--- src/rtl/instr_fetch_pkg.sv ---
// Shared types and constants for the IF stage.
package instr_fetch_pkg;

  localparam logic [31:0] INSTR_NOP        = 32'h0000_0000;
  localparam logic [31:0] RESET_PC_DEFAULT = 32'h0000_3000;

  typedef struct packed {
    logic [31:0] instr;
    logic [31:0] pc;
  } fetch_entry_t;

endpackage

--- src/rtl/instr_fetch_fifo.sv ---
// Instruction buffer: DEPTH entries of {instr, pc}, flush has priority over push.
module fetch_fifo
  import instr_fetch_pkg::*;
#(
  parameter int DEPTH = 2
) (
  input  logic                     clk,
  input  logic                     rst,
  input  logic                     push,
  input  fetch_entry_t             push_data,
  input  logic                     pop,
  input  logic                     flush,
  output fetch_entry_t             head,
  output logic [$clog2(DEPTH):0]   count,
  output logic                     full,
  output logic                     empty
);

  localparam int AW = $clog2(DEPTH);
  localparam int CW = AW + 1;

  fetch_entry_t   mem [DEPTH];
  logic [AW-1:0]  wptr, rptr;
  logic           wr, rd;

  assign full  = (count == CW'(DEPTH));
  assign empty = (count == '0);
  assign wr    = push & (~full | pop);
  assign rd    = pop & ~empty;
  assign head  = mem[rptr];

  always_ff @(posedge clk or posedge rst) begin
    if (rst) begin
      wptr  <= '0;
      rptr  <= '0;
      count <= '0;
    end else if (flush) begin
      wptr  <= '0;
      rptr  <= '0;
      count <= '0;
    end else begin
      if (wr) wptr <= wptr + AW'(1);
      if (rd) rptr <= rptr + AW'(1);
      count <= count + CW'(wr) - CW'(rd);
    end
  end

  // Storage needs no reset; count/pointers gate visibility.
  always_ff @(posedge clk) begin
    if (wr && !flush) mem[wptr] <= push_data;
  end

endmodule

--- src/rtl/instr_fetch.sv ---
// IF stage: PC owner, single-outstanding IMEM reads, buffered {instr, pc, pc+4} to ID.
module instr_fetch
  import instr_fetch_pkg::*;
#(
  parameter logic [31:0] RESET_PC = RESET_PC_DEFAULT,
  parameter int          DEPTH    = 2
) (
  input  logic        clk,
  input  logic        rst,
  output logic        imem_req,
  output logic [31:0] imem_addr,
  input  logic [31:0] imem_rdata,
  input  logic        redirect,
  input  logic [31:0] redirect_pc,
  output logic        id_valid,
  input  logic        id_ready,
  output logic [31:0] id_instr,
  output logic [31:0] id_pc,
  output logic [31:0] id_pc4
);

  localparam int CW = $clog2(DEPTH) + 1;

  logic [31:0]   pc, tag_pc, last_pc, last_pc4, head_pc4;
  logic          inflight, pop, issue, push, full, empty;
  logic [CW-1:0] count;
  logic [CW:0]   occ;
  fetch_entry_t  head, push_data;

  assign pop       = id_valid & id_ready;
  // Slots committed after this edge: buffered + returning - leaving.
  assign occ       = {1'b0, count} + (CW+1)'(inflight) - (CW+1)'(pop);
  assign issue     = (occ < (CW+1)'(DEPTH)) & (~full | pop) & ~redirect & ~rst;
  assign imem_req  = issue;
  assign imem_addr = pc;
  assign push      = inflight & ~redirect;
  assign push_data = '{instr: imem_rdata, pc: tag_pc};

  fetch_fifo #(.DEPTH(DEPTH)) u_fifo (
    .clk       (clk),
    .rst       (rst),
    .push      (push),
    .push_data (push_data),
    .pop       (pop),
    .flush     (redirect),
    .head      (head),
    .count     (count),
    .full      (full),
    .empty     (empty)
  );

  assign head_pc4 = head.pc + 32'd4;
  assign id_valid = ~empty;
  assign id_instr = empty ? INSTR_NOP : head.instr;
  assign id_pc    = empty ? last_pc   : head.pc;
  assign id_pc4   = empty ? last_pc4  : head_pc4;

  always_ff @(posedge clk or posedge rst) begin
    if (rst) begin
      pc       <= RESET_PC;
      tag_pc   <= '0;
      inflight <= 1'b0;
      last_pc  <= '0;
      last_pc4 <= '0;
    end else begin
      inflight <= issue;
      if (redirect) begin
        pc <= {redirect_pc[31:2], 2'b00};
      end else if (issue) begin
        pc     <= pc + 32'd4;
        tag_pc <= pc;
      end
      // Shadow of the head so id_pc/id_pc4 hold while the buffer is empty.
      if (!empty) begin
        last_pc  <= head.pc;
        last_pc4 <= head_pc4;
      end
    end
  end

endmodule

--- config.mk ---
export PLATFORM = sky130hd
export DESIGN_NAME = instr_fetch
export DESIGN_NICKNAME = d
export VERILOG_FILES = /design/src/rtl/instr_fetch_pkg.sv /design/src/rtl/instr_fetch_fifo.sv /design/src/rtl/instr_fetch.sv
export SDC_FILE = /design/constraint.sdc
export NUM_CORES = 1
export LEC_CHECK = 0
export BUFFER_PORTS_ARGS = -buffer_cell sky130_fd_sc_hd__buf_2
export CORE_ASPECT_RATIO = 0.7
export CORE_MARGIN = 2
export CORE_UTILIZATION = 60
export CTS_CLUSTER_DIAMETER = 200
export DETAILED_ROUTE_END_ITERATION = 8
export PLACE_DENSITY = 0.88
export SYNTH_ARGS = -nofsm -noshare
export SYNTH_HDL_FRONTEND = slang
export SYNTH_SLANG_ARGS = --single-unit
--- constraint.sdc ---
create_clock -name clk -period 12.8 [get_ports clk]
set_input_delay 1.28 -clock clk [delete_from_list [all_inputs] [get_ports clk]]
set_output_delay 1.28 -clock clk [all_outputs]
set_load 0.03 [all_outputs]
# [After elaboration in Yosys (flattened, before gate mapping)]
# Memories as Yosys holds them, arrays and structs flattened.
# Index checks and enable logic that the tools add are counted.
[totals] register_bits=133 latch_bits=0 ramBits=128 romBits=0 out_inout_bits=130 elab_cells=50 memories=1
[mem_list] name="u_fifo.mem" depth=2 word_bits=64 rd=1 rd_clocked_by_memory_dff=0 write_ports=1 line_no="instr_fetch_fifo.sv:22" text="fetch_entry_t mem [DEPTH];"
[op_classes] n_addsub=8 mul=0 div_mod_pow=0 order_cmp=1 eq_ne=1 shift=0 muxes=12 n_bitwise=12 reduce_logical=7
[op_table] cell="2-to-1 mux 32 bit" n=5
[op_table] cell="adder 32 x 3 -> 32 bit (second input constant)" n=2
[op_table] cell="bitwise AND 1 bit" n=7
[op_table] cell="2-to-1 mux 1 bit" n=6
[op_table] cell="nonzero test 2 bit" n=3
[op_table] cell="NOT 1 bit" n=4
[op_table] cell="adder 2 x 1 -> 3 bit" n=1
[op_table] cell="less-than comparator 3 x 2 -> 1 bit (second input constant)" n=1
[op_table] cell="subtractor 3 x 1 -> 3 bit" n=1
[op_table] cell="adder 1 bit (second input constant)" n=2
[op_table] cell="adder 2 x 1 -> 2 bit" n=1
[op_table] cell="== test 2 bit (second input constant)" n=1
[op_table] cell="zero test 2 bit" n=1
[op_table] cell="2-to-1 mux 2 bit" n=1
[op_table] cell="AND reduction 2 bit" n=1
[op_table] cell="subtractor 2 x 1 -> 2 bit" n=1
[op_table] cell="logical AND 1 bit" n=1
[op_table] cell="zero test 1 bit" n=1
[op_table] cell="bitwise OR 1 bit" n=1

# [Depth between registers and ports, before layout]
[depth] word_depth=10 ltp_mapped=14 depth_no_buf=12

# [Hierarchy]
# From an unflattened synthesis, not the netlist that was laid out.
[unflattened] cells_unflattened=852 area_unflattened_um2=11138.2
[modules_own_cells] mod="instr_fetch" n_inst=1 cells_each=629 area_per_inst_um2=6063.3
[modules_own_cells] mod="fetch_fifo" n_inst=1 cells_each=223 area_per_inst_um2=5074.9

# [Least setup slack after synthesis]
# OpenSTA, ideal clock, no wires.
[synth_timing] path_type="in2reg" start="input redirect" end="memory u_fifo.mem[0][10] (netlist bit) (enable)" arrival_ps=6155 required_time_ps=12241 path_slack_ps=6087 cell_stages=4 cell_sequence="clkbuf_1 clkbuf_1 buf_1 nor3_1"
[synth_between] elab_chain_len=6
[synth_rtl] element="from (decl)" line_no="instr_fetch.sv:13" text="input logic redirect,"
[synth_rtl] element="NOT 1 bit (no line)"
[synth_rtl] element="bitwise AND 1 bit" line_no="instr_fetch.sv:36" text="assign push = inflight & ~redirect;"
[synth_rtl] element="bitwise AND 1 bit" line_no="instr_fetch_fifo.sv:28" text="assign wr = push & (~full | pop);"
[synth_rtl] element="logical AND 1 bit *" line_no="instr_fetch_fifo.sv:50" text="if (wr && !flush) mem[wptr] <= push_data;"
[synth_rtl] element="2-to-1 mux 1 bit *" line_no="instr_fetch_fifo.sv:50"
[synth_rtl] element="2-to-1 mux 1 bit (not written as such) *" line_no="instr_fetch_fifo.sv:50"
[synth_rtl] element="to (decl)" line_no="instr_fetch_fifo.sv:22"
# Every way passes the cells marked *; elsewhere a longest branch is shown, timed or not.

# [Worst setup path in the final report]
[layout_timing] start="register u_fifo.count[1]" end="output imem_req"
[layout_between] elab_chain_len=8
[layout_rtl] element="from (decl)" line_no="instr_fetch_fifo.sv:14" text="output logic [$clog2(DEPTH):0] count,"
[layout_rtl] element="from (signal assigned)" line_no="instr_fetch_fifo.sv:44" text="count <= count + CW'(wr) - CW'(rd);"
[layout_rtl] element="parallel branches: the longest is 5 deep, another holds adder 2 x 1 -> 3 bit"
[layout_rtl] element="bitwise AND 1 bit * (3 in a row)" line_no="instr_fetch.sv:33" text="assign issue = (occ < (CW+1)'(DEPTH)) & (~full | pop) & ~redirect & ~rst;"
[layout_rtl] element="to (decl)" line_no="instr_fetch.sv:10" text="output logic imem_req,"
# Mark *: on every way between the ends.

==> metrics.txt <==
CTS root buf=clkbuf_16; Post-route DRC=0; HP Class=flop to flop; EDFF count, synth=124; min Tclk post-route=5.63 ns; Critical Path Max Stage Delay=0.62 ns; Die Ht=117 um; Synth area leader=edfxtp_1; Setup TNS=0 ns; Synth Flop Type=dfrtp_1; CTS Sinks=253; Post-CTS Resized=0; clk slew on worst S/H paths=0.06 ns; worst skew pair latency=0.51 ns; RSZ-0062 raised after global routing=no; ratio of cells with drive above 1 in the final layout=23.1%; Longest Clk Path Bufs=3; Slew Limit Fails=0; H-tree depth=1; leakage power=5.35 nW; kind of critical path=flop to primary output; Post-synth ARST share=51.0%; Initial Util=around three fifths; Unique masters post-synth=between 60 and 70; DR WL/cell=about 18 um; worst clock skew=0.0101 ns; CP endpoint kind=primary output; crit path DAT=4.35 ns; initial antenna violation count=0; DRT Wirelength=25,300 um; CP max FO=a little under 90; top cells by area, synth=edfxtp_1 (34%), dfrtp_1 (29%), mux2i_1 (5.5%); Least-Margin Pin Slew=~0.86 ns; number of I/O port buffers=193; nets=1,202; Worst slew margin=~42%; crit path cell chain=nor2_4, inv_2, buf_4, and2_1, ha_1, nand2b_1, fa_1, o211a_1, o211ai_4, buf_4, clkinv_1, buf_4, buf_2; Synth Register Bits=253; Post-Synthesis Cell Area=11,000 sq um; vias per cell=a little under 6; post-synth top area share=between 30 and 40%; peak supply drop=about 270 uV; maxcap violations=0; via count=8,160; final instance area=12,900 sq um; Seq/Total Area, Yosys=63.2%; vias in the first global route=7,474; most used cell, CP=buf_4; Placer Congestion=~0.84; pin count of the biggest net entering global routing=89; worst path required time=between 10 and 15 ns; slowest stage cell, crit path=buf_4; HPWL after DPL=16,900 um; Top delay family on crit path=buffers and inverters; CTS tree=done; post-route ant nets=0; Die Width=166 um; CP Buf/Inv Count=6; first-pass GRT wire length=40,300 um; Pre-Repair DR Iteration Count=7; Fillers=1,239; fmax=approximately 0.18 GHz; post-place instance area=12,100 sq um; Final period util=a little over two fifths; post-CTS setup buffer count=0; final hold vios=0; outcome=completed; CP startpoint kind=flop; Mean Syn Cell Area=11.6 sq um; synth warn=0; 1st-iter DRT viols=between 700 and 800; cts bufs inserted=23; gr usage total=25.6%; Core Region=18,000 sq um; pwr/cell area=271 nW/um^2; cts hold-fix bufs=0; Ant. Diodes=0; cell count after synthesis=951; R2R setup slack=8.38 ns; hold_ws=between 0.4 and 0.5 ns; Top Ports=198; final setup fails=0; global route total overflow=0; Cell Rows=between 40 and 50; area grow syn2layout=17.4%; Die Area=19,500 sq um
[stage by stage]
stage               setup WS, ns  std cells  power, W  util, %
finish                      7.17       1381   0.00350     71.8
global route                6.88       1381   0.00368     71.8
CTS                         7.15       1381   0.00350     71.8
detailed placement          7.62       1339   0.00278     67.3
global placement            7.69       1339   0.00273     67.3
floorplan                   6.09        952   0.00235        -
[report_power, final]
group / switching, W / internal, W / total [W]
sequential: 0.000178 / 0.00111 / 0.00128
clock: 0.000293 / 0.000424 / 0.000717
combinational: 0.00107 / 0.000425 / 0.00149
[cell usage after synthesis (all sizes together), types with 7 or more instances]
cell type  count
nand2        151
dfrtp        127
edfxtp       124
nor2         120
mux2i         60
a21oi         39
o21ai         35
clkbuf        34
nand3         32
buf           18
nand4         17
xnor2         17
nor3          13
and2          12
inv           11
o311ai        10
nand3b         9
a31oi          8
o31ai          8
a221o          7
o211ai         7
[flip-flops by register name (all words and copies together) (netlist names)]
signal / cells
u_fifo.mem: 124
last_pc4: 32
last_pc: 32
imem_addr: 30
tag_pc: 30
u_fifo.count: 2
inflight: 1
u_fifo.rptr: 1
u_fifo.wptr: 1
[layout make-up]
type / instances / area, sq um / share of cell area, %
Sequential cell: 253 / 6960 / 53.8
Multi-Input combinational cell: 635 / 3780 / 29.3
Timing Repair Buffer: 203 / 1040 / 8.06
Clock buffer: 30 / 654 / 5.06
Tap cell: 236 / 295 / 2.28
Clock inverter: 12 / 146 / 1.13
Inverter: 12 / 47.5 / 0.368
[path summary, 6_finish.rpt]
check / end / cells past startpoint / startpoint
max in group asynchronous: u_fifo.rptr / 3 / rst
worst max register to register: imem_addr[6] / 16 / u_fifo.count[1]
min in group asynchronous: u_fifo.count[0] / 2 / rst
worst min register to register: u_fifo.mem[1][9] / 0 / tag_pc[9]
worst max-delay path: imem_req / 13 / u_fifo.count[1]
worst min-delay path: u_fifo.mem[1][9] / 0 / tag_pc[9]
[kinds of logic (layout without fill, tap and decap cells)]
| group | after synthesis | count (layout) | share of synthesized area [%] |
|---|---|---|---|
| buffers and inverters | 64 | 257 | 2.73 |
| multiplexers | 66 | 66 | 6.07 |
| XOR/XNOR | 21 | 21 | 1.67 |
| AND/OR/NAND/NOR | 386 | 386 | 15.8 |
| other | 1 | 2 | 0.0341 |
| AO/OA/AOI/OAI | 154 | 154 | 9.75 |
| flip-flops | 253 | 253 | 63.2 |
| adder cells (fa/ha/maj) | 6 | 6 | 0.750 |
[metal layers]
layer  global-route usage, %  up-vias  wire length [um]
li1                        -     3776                 -
met1                    42.5     3944             12000
met2                    35.4      406             10600
met3                    5.20       34              2370
met4                    4.02        0               355
met5                       0        -                 0
[cell usage in the layout (no fill, tap or decap), types with 4 or more instances in the layout]
cell type and count:
dfrtp_1 126, o31ai_1 5, nor3_1 12, a221o_1 7, nor4_1 6, buf_2 193
a22oi_1 6, nand4_1 17, nor2b_1 5, nand3_1 32, edfxtp_1 124, nor2_1 118
inv_1 9, clkbuf_16 25, nand3b_1 8, nand2b_1 5, mux2_2 6, and3_1 5
o311ai_0 10, and2_1 10, o21ai_0 35, buf_4 10, o21a_1 6, clkinv_2 4
o211ai_1 6, clkbuf_1 4, a21oi_1 38, and4_1 4, mux2i_1 60, a31oi_1 8
xnor2_1 17, xor2_1 4, a41oi_1 5, ha_1 5, nand2_1 151
Power figures use the tool's default switching activity.
